===== config.mk =====
export PLATFORM = sky130hd
export DESIGN_NAME = bank_group_ctrl
export DESIGN_NICKNAME = d
export VERILOG_FILES = /design/src/rtl/bank_ctrl_pkg.sv /design/src/rtl/bank_tracker.sv /design/src/rtl/bank_group_ctrl.sv
export SDC_FILE = /design/constraint.sdc
export NUM_CORES = 1
export LEC_CHECK = 0
export CORE_ASPECT_RATIO = 1.1
export CORE_MARGIN = 1
export CORE_UTILIZATION = 42
export DETAILED_ROUTE_END_ITERATION = 8
export GPL_TIMING_DRIVEN = 0
export HOLD_SLACK_MARGIN = 0.05
export PLACE_DENSITY_LB_ADDON = 0.2
export SYNTH_ARGS = -nofsm -noshare
export SYNTH_HDL_FRONTEND = slang
export SYNTH_SLANG_ARGS = --single-unit

===== constraint.sdc =====
create_clock -name clk -period 2.16 [get_ports clk]
set_input_delay 0.648 -clock clk [delete_from_list [all_inputs] [get_ports clk]]
set_output_delay 0.648 -clock clk [all_outputs]
set_load 0.02 [all_outputs]

===== src/rtl/bank_ctrl_pkg.sv =====
// Shared definitions for the bank-group controller: FSM state encoding,
// default timing constants and a small sizing helper.
package bank_ctrl_pkg;

   typedef enum logic [2:0] {
      ST_IDLE   = 3'd0,
      ST_PRE    = 3'd1,
      ST_ACT    = 3'd2,
      ST_ACCESS = 3'd3,
      ST_RDWAIT = 3'd4,
      ST_RESP   = 3'd5
   } state_e;

   localparam int DEF_TRCD   = 2;
   localparam int DEF_TRP    = 2;
   localparam int DEF_TRAS   = 4;
   localparam int DEF_RD_LAT = 1;

   function automatic int max3(input int a, input int b, input int c);
      int m;
      m = (a > b) ? a : b;
      return (m > c) ? m : c;
   endfunction

endpackage


===== src/rtl/bank_tracker.sv =====
// Per-bank bookkeeping: open flag, recorded open row and the tRAS countdown
// that gates how soon an open row may be precharged.
module bank_tracker
   import bank_ctrl_pkg::*;
#(
   parameter int CHWIDTH = 5,
   parameter int TRAS    = DEF_TRAS
) (
   input  logic               clk_i,
   input  logic               rst_i,
   input  logic               act_i,
   input  logic               close_i,
   input  logic [CHWIDTH-1:0] row_i,
   output logic               open_o,
   output logic [CHWIDTH-1:0] row_o,
   output logic               tras_zero_o
);

   localparam int TW = $clog2(TRAS + 1);

   logic               open_q;
   logic [CHWIDTH-1:0] row_q;
   logic [TW-1:0]      tras_q;

   // Activation reloads tRAS; otherwise it free-runs down to zero.
   always_ff @(posedge clk_i) begin
      if (rst_i) begin
         open_q <= 1'b0;
         row_q  <= '0;
         tras_q <= '0;
      end else begin
         if (act_i) begin
            open_q <= 1'b1;
            row_q  <= row_i;
            tras_q <= TW'(TRAS);
         end else begin
            if (close_i) begin
               open_q <= 1'b0;
               row_q  <= '0;
            end else begin
               open_q <= open_q;
               row_q  <= row_q;
            end
            if (tras_q != '0) begin
               tras_q <= tras_q - TW'(1);
            end else begin
               tras_q <= tras_q;
            end
         end
      end
   end

   assign open_o      = open_q;
   assign row_o       = row_q;
   assign tras_zero_o = (tras_q == '0);

endmodule


===== src/rtl/bank_group_ctrl.sv =====
// Single-request bank-group controller: precharge/activate/access sequencing
// in front of BANKSPERGROUP banks, one outstanding request at a time.
module bank_group_ctrl
   import bank_ctrl_pkg::*;
#(
   parameter int BAWIDTH       = 2,
   parameter int BANKSPERGROUP = 2 ** BAWIDTH,
   parameter int COLWIDTH      = 10,
   parameter int CHWIDTH       = 5,
   parameter int DEVICE_WIDTH  = 4,
   parameter int TRCD          = DEF_TRCD,
   parameter int TRP           = DEF_TRP,
   parameter int TRAS          = DEF_TRAS,
   parameter int RD_LAT        = DEF_RD_LAT
) (
   input  logic                     clk,
   input  logic                     rst,
   input  logic                     req_valid,
   output logic                     req_ready,
   input  logic [BAWIDTH-1:0]       req_bank,
   input  logic [CHWIDTH-1:0]       req_row,
   input  logic [COLWIDTH-1:0]      req_col,
   input  logic                     req_wr,
   input  logic [DEVICE_WIDTH-1:0]  req_wdata,
   output logic                     resp_valid,
   output logic [DEVICE_WIDTH-1:0]  resp_rdata,
   output logic                     bg_rd_o_wr [BANKSPERGROUP-1:0],
   output logic [DEVICE_WIDTH-1:0]  bg_dqin    [BANKSPERGROUP-1:0],
   output logic [CHWIDTH-1:0]       bg_row     [BANKSPERGROUP-1:0],
   output logic [COLWIDTH-1:0]      bg_column  [BANKSPERGROUP-1:0],
   input  logic [DEVICE_WIDTH-1:0]  bg_dqout   [BANKSPERGROUP-1:0],
   output logic [BANKSPERGROUP-1:0] bank_open
);

   localparam int CNT_W = $clog2(max3(TRCD, TRP, RD_LAT)) + 1;

   state_e                    state_q;
   logic [CNT_W-1:0]          cnt_q;
   logic [BAWIDTH-1:0]        bank_q;
   logic [CHWIDTH-1:0]        row_q;
   logic [COLWIDTH-1:0]       col_q;
   logic                      wr_q;
   logic [DEVICE_WIDTH-1:0]   wdata_q;
   logic                      req_ready_q;
   logic                      resp_valid_q;
   logic [DEVICE_WIDTH-1:0]   resp_rdata_q;

   logic [BANKSPERGROUP-1:0]  trk_open_s;
   logic [BANKSPERGROUP-1:0]  trk_zero_s;
   logic [CHWIDTH-1:0]        trk_row_s [BANKSPERGROUP-1:0];
   logic                      hit_s;
   logic                      act_go_s;
   logic                      close_go_s;

   // Hit detection looks at the incoming request so the route is known at N+1.
   assign hit_s      = trk_open_s[req_bank] && (trk_row_s[req_bank] == req_row);
   assign act_go_s   = (state_q == ST_ACT) && (cnt_q == CNT_W'(TRCD - 1));
   assign close_go_s = (state_q == ST_PRE) && trk_zero_s[bank_q] &&
                       (cnt_q == CNT_W'(TRP - 1));

   for (genvar g = 0; g < BANKSPERGROUP; g++) begin : g_trk
      bank_tracker #(
         .CHWIDTH (CHWIDTH),
         .TRAS    (TRAS)
      ) u_trk (
         .clk_i       (clk),
         .rst_i       (rst),
         .act_i       (act_go_s && (bank_q == BAWIDTH'(g))),
         .close_i     (close_go_s && (bank_q == BAWIDTH'(g))),
         .row_i       (row_q),
         .open_o      (trk_open_s[g]),
         .row_o       (trk_row_s[g]),
         .tras_zero_o (trk_zero_s[g])
      );
   end

   // Request sequencing FSM; cnt_q times PRE (after tRAS), ACT and RDWAIT.
   always_ff @(posedge clk) begin
      if (rst) begin
         state_q      <= ST_IDLE;
         cnt_q        <= '0;
         bank_q       <= '0;
         row_q        <= '0;
         col_q        <= '0;
         wr_q         <= 1'b0;
         wdata_q      <= '0;
         req_ready_q  <= 1'b1;
         resp_valid_q <= 1'b0;
         resp_rdata_q <= '0;
      end else begin
         resp_valid_q <= 1'b0;
         case (state_q)
            ST_IDLE: begin
               if (req_valid && req_ready_q) begin
                  bank_q      <= req_bank;
                  row_q       <= req_row;
                  col_q       <= req_col;
                  wr_q        <= req_wr;
                  wdata_q     <= req_wdata;
                  cnt_q       <= '0;
                  req_ready_q <= 1'b0;
                  if (hit_s) begin
                     state_q <= ST_ACCESS;
                  end else if (trk_open_s[req_bank]) begin
                     state_q <= ST_PRE;
                  end else begin
                     state_q <= ST_ACT;
                  end
               end else begin
                  req_ready_q <= 1'b1;
               end
            end
            ST_PRE: begin
               if (!trk_zero_s[bank_q]) begin
                  cnt_q <= '0;
               end else if (cnt_q == CNT_W'(TRP - 1)) begin
                  cnt_q   <= '0;
                  state_q <= ST_ACT;
               end else begin
                  cnt_q <= cnt_q + CNT_W'(1);
               end
            end
            ST_ACT: begin
               if (cnt_q == CNT_W'(TRCD - 1)) begin
                  cnt_q   <= '0;
                  state_q <= ST_ACCESS;
               end else begin
                  cnt_q <= cnt_q + CNT_W'(1);
               end
            end
            ST_ACCESS: begin
               cnt_q <= '0;
               if (wr_q) begin
                  resp_valid_q <= 1'b1;
                  state_q      <= ST_RESP;
               end else begin
                  state_q <= ST_RDWAIT;
               end
            end
            ST_RDWAIT: begin
               if (cnt_q == CNT_W'(RD_LAT - 1)) begin
                  resp_rdata_q <= bg_dqout[bank_q];
                  resp_valid_q <= 1'b1;
                  cnt_q        <= '0;
                  state_q      <= ST_RESP;
               end else begin
                  cnt_q <= cnt_q + CNT_W'(1);
               end
            end
            ST_RESP: begin
               req_ready_q <= 1'b1;
               state_q     <= ST_IDLE;
            end
            default: begin
               req_ready_q <= 1'b1;
               cnt_q       <= '0;
               state_q     <= ST_IDLE;
            end
         endcase
      end
   end

   // Bank-port steering: only the target bank ever sees non-idle values.
   always_comb begin
      for (int b = 0; b < BANKSPERGROUP; b++) begin
         bg_rd_o_wr[b] = 1'b0;
         bg_dqin[b]    = '0;
         bg_column[b]  = '0;
         bg_row[b]     = trk_row_s[b];
         if (bank_q == BAWIDTH'(b)) begin
            if (state_q == ST_ACT) begin
               bg_row[b] = row_q;
            end else begin
               bg_row[b] = trk_row_s[b];
            end
            if (state_q == ST_ACCESS) begin
               bg_column[b]  = col_q;
               bg_rd_o_wr[b] = wr_q;
               bg_dqin[b]    = wr_q ? wdata_q : '0;
            end else begin
               bg_column[b]  = '0;
               bg_rd_o_wr[b] = 1'b0;
               bg_dqin[b]    = '0;
            end
         end else begin
            bg_row[b] = trk_row_s[b];
         end
      end
   end

   assign req_ready  = req_ready_q;
   assign resp_valid = resp_valid_q;
   assign resp_rdata = resp_rdata_q;
   assign bank_open  = trk_open_s;

endmodule


# Yosys cells after proc, flatten, opt, wreduce, memory -nomap -nowiden
# Index checks and enable logic that the tools add are counted.
# totals
ff_bits	69
out_inout_bits	90
word_cells	165
# op_classes
mux	75
bitwise_logic	1
reduce_logical	41
eq_ne	15
addsub	5
n_lt_le_gt_ge	2
# ops
op	n
two-way mux 5 bit	17
two-way mux 10 bit	5
two-way mux 3 bit	13
two-way mux 4 bit	7
two-way mux 1 bit	19
nonzero test 2 bit	8
logical NOT 3 bit	5
case mux 3 bit (5 select lines)	1
logical AND 1 bit	13
two-way mux 2 bit	6
nonzero test 3 bit	4
subtractor 3 x 1 -> 3 bit, second input constant	4
binary-select mux 5 bit (select 2 bit)	1
case mux 2 bit (5 select lines)	1
binary-select mux 4 bit (select 2 bit)	1
OR reduction 2 bit	4
equality test 3 x 2 -> 1 bit, second input constant	2
equality test 3 bit, second input constant	2
less-than comparator 2 x 3 -> 1 bit, second input constant	2
inequality test 2 bit, second input constant	3
AND reduction 2 bit	3
equality test 5 bit	1
AND reduction 5 bit	1
binary-select mux 1 bit (select 2 bit)	2
9 further kinds	14

# Depth between registers and ports, before layout
# Gate-level depths: netlist of run 1.
# logic_depth
ltp_word	8
depth_mapped	9
ltp_nobuf	8

# Hierarchy
# Synthesis of run 1 repeated with hierarchy kept, for this count alone.
# hier_totals
hier_cells	484
hier_area_um2	4103.9
# by_module_without_submodules
module	cells_each	area_each_um2	instances
bank_group_ctrl	316	2527.4	1
bank_tracker	42	394.1	4

# Least setup slack after synthesis of run 1
# Ideal clock, no wire load.
# synth_timing
path_kind	register -> output
startpoint	reg state_q[1]
endpoint	out bg_row[15] (netlist bit)
arrival_ns	1.613
path_stages_with_launch	6
slack_ns	-0.101
required_time_ns	1.512
n_path_buf	1
path_cell_list	dfxtp_1 -> buf_4 -> inv_1 -> or3_1 -> nor2_2 -> mux2_2
# synth_rtl
element	line	source
start: declaration	bank_group_ctrl.sv:37	state_e state_q;
start signal: assignment	bank_group_ctrl.sv:80	state_q <= ST_IDLE;
start signal: assignment	bank_group_ctrl.sv:103	state_q <= ST_ACCESS;
start signal: assignment	bank_group_ctrl.sv:105	state_q <= ST_PRE;
end: declaration	bank_group_ctrl.sv:29	output logic [CHWIDTH-1:0] bg_row [BANKSPERGROUP-1:0],

==> results of run 1 <==
## repair_timing
action                     in CTS  in global routing
setup endpoints to repair     121                106
pin swaps                      24                 13
gates cloned                    4                  0
gates resized for setup       577                 98
setup buffers                  47                 31
## cells in the mapped netlist, drive strengths merged, types with 5 or more instances
library cell,n,area (µm²)
nand2,54,210
nor2,24,97.6
nor2b,8,50.1
clkbuf,19,71.3
xor2,8,70.1
mux4,11,259
nor3,14,86.3
mux2i,7,70.1
buf,14,106
and3,38,238
mux2,20,225
inv,21,78.8
o21ai,7,35.0
a22o,16,140
dfxtp,69,1380
ha,15,188
nand3,5,25.0
and2,23,144
a21oi,36,180
## per-stage QoR
stage / std cells / util
4_1_cts: 749 / 0.718
3_3_place_gp: 683 / 0.598
6_report: 776 / 0.774
5_1_grt: 776 / 0.774
2_1_floorplan: 442 / -
3_5_place_dp: 683 / 0.598
## cells in the final DEF, fill, tap and decap left out, types with 10 or more instances in the layout
| master | netlist | layout |
|---|---|---|
| buf_6 | 4 | 115 |
| nor3_1 | 12 | 11 |
| a21oi_1 | 36 | 34 |
| buf_4 | 5 | 50 |
| mux2_2 | 20 | 13 |
| a22o_1 | 16 | 16 |
| nand2_1 | 51 | 48 |
| clkdlybuf4s50_1 | 0 | 46 |
| and2_4 | 0 | 22 |
| and3_4 | 0 | 36 |
| clkbuf_8 | 0 | 11 |
| dfxtp_1 | 69 | 57 |
| dfxtp_2 | 0 | 12 |
| inv_1 | 21 | 17 |
| clkbuf_1 | 19 | 10 |
| nor2_1 | 21 | 17 |
## worst max-delay path: stages (launching register included)
cell and delay (ns):
dfxtp_2 0.34, buf_6 0.12, inv_4 0.03, or3_4 0.39, nor2_4 0.22, buf_6 0.15
mux2_4 0.30, buf_6 0.13
## layer usage
metal	up-vias	routed length, µm
met2	249	7670
met4	0	826
li1	1987	-
met3	70	1240
met5	-	0
met1	2097	5700
## kinds of logic (layout without fill, tap and decap cells)
group | count (synthesis) | after routing | synth area share
simple gates | 175 | 175 | 0.234
fa+ha+maj | 15 | 15 | 0.0471
xor+xnor | 8 | 8 | 0.0176
buf+inv | 55 | 275 | 0.0653
flops | 69 | 69 | 0.346
compound gates | 82 | 82 | 0.151
mux | 38 | 38 | 0.139
## registers in the layout, summed over array words and instances (netlist names), 3 cells and up
signal and cells:
col_q 10, g_trk.u_trk.open_o 4, g_trk.u_trk.row_o 20, g_trk.u_trk.tras_q 12
resp_rdata 4, row_q 5, state_q 3, wdata_q 4
## final timing paths
kind,from,to,slack (ns),depth (start not counted)
max,state_q[1],bg_row[19],-0.54,7
min reg2reg,g_trk[0].u_trk.row_o[4],g_trk[0].u_trk.row_o[4],0.49,1
min,g_trk[0].u_trk.row_o[4],g_trk[0].u_trk.row_o[4],0.49,1
max reg2reg,g_trk[3].u_trk.tras_q[1],g_trk[2].u_trk.row_o[3],-0.07,9
## where the power goes
part	internal, mW	total, mW	switching, mW
combinational	0.867	1.71	0.844
sequential	1.40	1.51	0.107
clock	0.679	1.19	0.516
## final cells by class
type / count / area, µm²
Tap cell: 114 / 143
Multi-Input combinational cell: 318 / 2800
Buffer: 31 / 248
Timing Repair Buffer: 206 / 2110
Sequential cell: 69 / 1400
Clock inverter: 6 / 86.3
Clock buffer: 10 / 138
Fill cell: 540 / 2050
Inverter: 22 / 85.1
==> impl_metrics.json, run 1 <==
{
  "drcViolationCount": 0,
  "place_worst_setup_slack_ns": -0.841,
  "violations": "negative setup slack",
  "core_um2": 9050,
  "place_area_um2": 5410,
  "arrival_ns": 2.05,
  "p_per_area_nw_per_um2": 630,
  "worst_pin_slew_ns": 0.652,
  "ys_warn_count": 0,
  "hold_path.class": "reg2reg",
  "async_flop_share": 0,
  "hpwl_um": 8720,
  "syn-num-nets": 498,
  "syn_area_um2": 3990,
  "synthesis.instances": 442,
  "cts_tree": "done",
  "synth_ff_type": "dfxtp_1",
  "busiest_layer": "met2",
  "place_congestion": 0.836,
  "synth_edf_count": 0,
  "antenna_cells": 0,
  "fin_crit_ns": 2.70,
  "crit_type": "reg2out",
  "endpoint_kind": "output pin",
  "hold-worst-slack_ns": 0.493,
  "io_pins": 131,
  "ir_drop_v": 0.000437,
  "die_w_um": 94.9,
  "min_period_over_period": 1.25,
  "gr-usage-met3": 0.0512,
  "yosys_register_bits": 69,
  "use_met2": 0.466,
  "p_total_mw": 4.41,
  "fin_ws_ns": -0.543,
  "via_count": 4403,
  "area_growth_syn_to_layout_pct": 75.7,
  "grt_pass1_wl_um": 20700,
  "vias_per_cell": 5.67,
  "nets": 713,
  "root_buffer": "clkbuf_8",
  "worst_ep_required_time_ns": 1.51,
  "clock_latency_ns": 0.36,
  "finalHoldViolCount": 0,
  "postSynthAreaPerCell_um2": 9.02,
  "numPortBuffers": 127,
  "overflow": 0,
  "seq_area_frac_synth": 0.346,
  "die_h_um": 104,
  "cts_buffers": 9,
  "dieArea_um2": 9890,
  "clock_sinks": 69,
  "clkTransAtPathRegs_ns": 0.08,
  "cts.path.max_buffers": 2,
  "slew_headroom": 0.565,
  "globalRouteMet1Util": 0.316,
  "antenna_found_initial": 0,
  "grt_pass1_vias": 4134,
  "yosysUniqueCellTypes": 49,
  "tns_ns": -27.95,
  "crit_fanout": 5,
  "clock.fmax_mhz": 370,
  "first_iter_violations": 251,
  "ctsHoldBuffers": 0,
  "wirelength_um": 15400,
  "drv_cap": 0,
  "htreeDepth": 3,
  "crit_path_start_kind": "flop",
  "grt_max_degree": 13,
  "final_layout_size_suffix_gt1_frac": 0.506,
  "final_antenna_net_count": 0,
  "firstDrtPassIters": 5,
  "routedWlPerCell_um": 19.9,
  "status": "complete, but fails checks",
  "start_util": 0.440,
  "rsz0062_at_grt": "true",
  "p_leak_nw": 2.98,
  "finClkSkew_ns": 0.00797,
  "design_area_um2": 7010,
  "grt.total_usage": 0.274,
  "rows": 36,
  "maxSlewViolCount": 0,
  "setup_viol": 101
}
No activity file was read; power rests on OpenSTA's default activity.
==> run 2: changes to the inputs <==
--- a/config.mk
+++ b/config.mk
@@ -6,7 +6,7 @@
 export NUM_CORES = 1
 export LEC_CHECK = 0
 export CORE_ASPECT_RATIO = 1.1
-export CORE_MARGIN = 1
+export CORE_MARGIN = 5
 export CORE_UTILIZATION = 42
 export DETAILED_ROUTE_END_ITERATION = 8
 export GPL_TIMING_DRIVEN = 0
==> run 2 against run 1 <==
Compared with the run above: the run still ends with negative setup slack left; utilization fell by 3.5 points; global-route usage fell by 4.1 points; cell count fell by 2.2%; count of clock-buffer cells in the layout rose by 1; via count fell by 3.5%; largest power group unchanged.
==> impl_metrics.json, run 2 (synthesis results as in run 1) <==
{
  "switchingPower_mw": 1.40,
  "routedWlPerCell_um": 19.8,
  "power.share.switching": 0.334,
  "worst_ep_required_time_ns": 1.51,
  "grt_pass1_vias": 4027,
  "final_layout_size_suffix_gt1_frac": 0.484,
  "worst-r2r-cell-count": 9,
  "clock_latency_ns": 0.34,
  "hp-start": "resp_rdata[1]",
  "root_buffer": "clkbuf_8",
  "maxSlewViolCount": 0,
  "start_util": 0.429,
  "p_leak_nw": 2.93,
  "first_iter_violations": 292,
  "rsz0062_at_grt": "true",
  "r2r_end": "row_q[2]",
  "min_period_over_period": 1.24,
  "slew_headroom": 0.561,
  "fin_crit_ns": 2.68,
  "p_int_mw": 2.79,
  "r2r-start": "state_q[1]",
  "drcViolationCount": 0,
  "die_h_um": 112,
  "layout_commonest_cell": "buf_6",
  "worst_pin_slew_ns": 0.659,
  "rows": 37,
  "place_congestion": 0.860,
  "pwr-share-comb": 0.384,
  "grt_pass1_wl_um": 21100,
  "hpwl_um": 9500,
  "area_growth_syn_to_layout_pct": 72.3,
  "clock.fmax_mhz": 373,
  "dieArea_um2": 11500,
  "clkTransAtPathRegs_ns": 0.07,
  "arrival_ns": 2.03,
  "finClkSkew_ns": 0.00772,
  "antenna_cells": 0,
  "p_clk_frac": 0.256,
  "whs_endpoint": "resp_rdata[1]",
  "final_antenna_net_count": 0,
  "wirelength_um": 15100,
  "cts_tree": "done",
  "vias_per_cell": 5.60,
  "p_seq_frac": 0.359,
  "status": "complete, but fails checks",
  "hold_path.class": "reg2reg",
  "clock_sinks": 69,
  "io_pins": 131,
  "hold_path_depth": 2,
  "cts_buffers": 9,
  "firstDrtPassIters": 5,
  "final_cell_mix": "buf_6 (99), dfxtp_1 (58), nand2_1 (48)",
  "antenna_found_initial": 0,
  "design_area_um2": 6870,
  "grt_max_degree": 12,
  "cts.path.max_buffers": 2,
  "fin_ws_ns": -0.518,
  "via_count": 4248,
  "endpoint_kind": "output pin",
  "grt.total_usage": 0.233,
  "htreeDepth": 3,
  "ctsHoldBuffers": 0,
  "hold-worst-slack_ns": 0.497,
  "r2r_slack_ns": -0.10,
  "crit_path_start_kind": "flop",
  "largest_reg_flops": 20,
  "finalHoldViolCount": 0,
  "p_per_area_nw_per_um2": 609,
  "overflow": 0,
  "setup_viol": 98,
  "ir_drop_v": 0.000427,
  "core_um2": 9310,
  "drv_cap": 0,
  "crit_fanout": 5,
  "nets": 694,
  "crit_type": "reg2out",
  "die_w_um": 103,
  "numPortBuffers": 127,
  "place_area_um2": 5420,
  "violations": "negative setup slack"
}
[run 2: changes by cell type in the layout (fill, tap and decap cells not counted), moves of 2 or more]
cell and delta:
inv_2 -2, buf_8 -2, buf_4 -11, clkbuf_16 +2, buf_2 +3, buf_12 +3, mux2_2 -7, mux2_4 +7
clkbuf_8 +3, inv_1 +2, buf_6 -16
[run 2: power by group through the flow]
stage          logic (mW)  clock network, mW  registers [mW]
2_1_floorplan       0.738                  0            1.48
3_3_place_gp        0.980                  0            1.50
3_5_place_dp         1.02                  0            1.50
4_1_cts              1.32               1.08            1.49
5_1_grt              1.73               1.13            1.52
6_report             1.61               1.07            1.50
[run 2: area by class of cell]
class | count | area, µm²
Sequential cell | 69 | 1400
Inverter | 22 | 85.1
Timing Repair Buffer | 187 | 1970
Clock inverter | 4 | 47.5
Clock buffer | 11 | 151
Fill cell | 603 | 2430
Multi-Input combinational cell | 318 | 2820
Tap cell | 117 | 146
Buffer | 31 | 250
[run 2: worst max-delay path, cell delays in order, from the launching register on]
cell and delay [ns]:
dfxtp_2 0.34, buf_6 0.11, inv_4 0.03, or3_4 0.40
nor2_4 0.23, buf_6 0.15, mux2_4 0.30, buf_6 0.13
[run 2: worst max-delay path by stage]
stage               startpoint       endpoint  slack [ns]  cells past startpoint
floorplan           state_q[1]     bg_row[15]        0.02                      5
global placement    state_q[0]  bg_column[37]       -0.82                      7
detailed placement  state_q[0]  bg_column[37]       -0.86                      7
CTS                 state_q[1]     bg_row[19]       -0.53                      7
global route        state_q[1]  bg_column[36]       -0.56                     10
finish              state_q[1]     bg_row[19]       -0.52                      7
[run 2: stage by stage]
step | cells | setup TNS [ns] | setup slack, ns | utilization | total power [mW]
after floorplan | 442 | 0 | 0.0178 | - | 2.22
after global placement | 686 | -51.80 | -0.820 | 0.582 | 2.48
after detailed placement | 686 | -55.64 | -0.857 | 0.582 | 2.53
after CTS | 737 | -21.64 | -0.526 | 0.682 | 3.89
after global routing | 759 | -37.94 | -0.562 | 0.738 | 4.37
final | 759 | -28.22 | -0.518 | 0.738 | 4.18
[run 2: timing repair]
action	CTS	global route
buffers inserted	36	24
resized for setup	567	90
pin swaps	17	10
gates cloned	2	2
endpoints found under the setup margin	124	116
[run 2: layer usage]
metal / vias up / GRT usage / share of wire
met2: 237 / 0.411 / 0.51
li1: 1945 / - / -
met1: 2031 / 0.268 / 0.38
met4: 0 / 0.107 / 0.023
met3: 35 / 0.0416 / 0.087
met5: - / 0 / 0
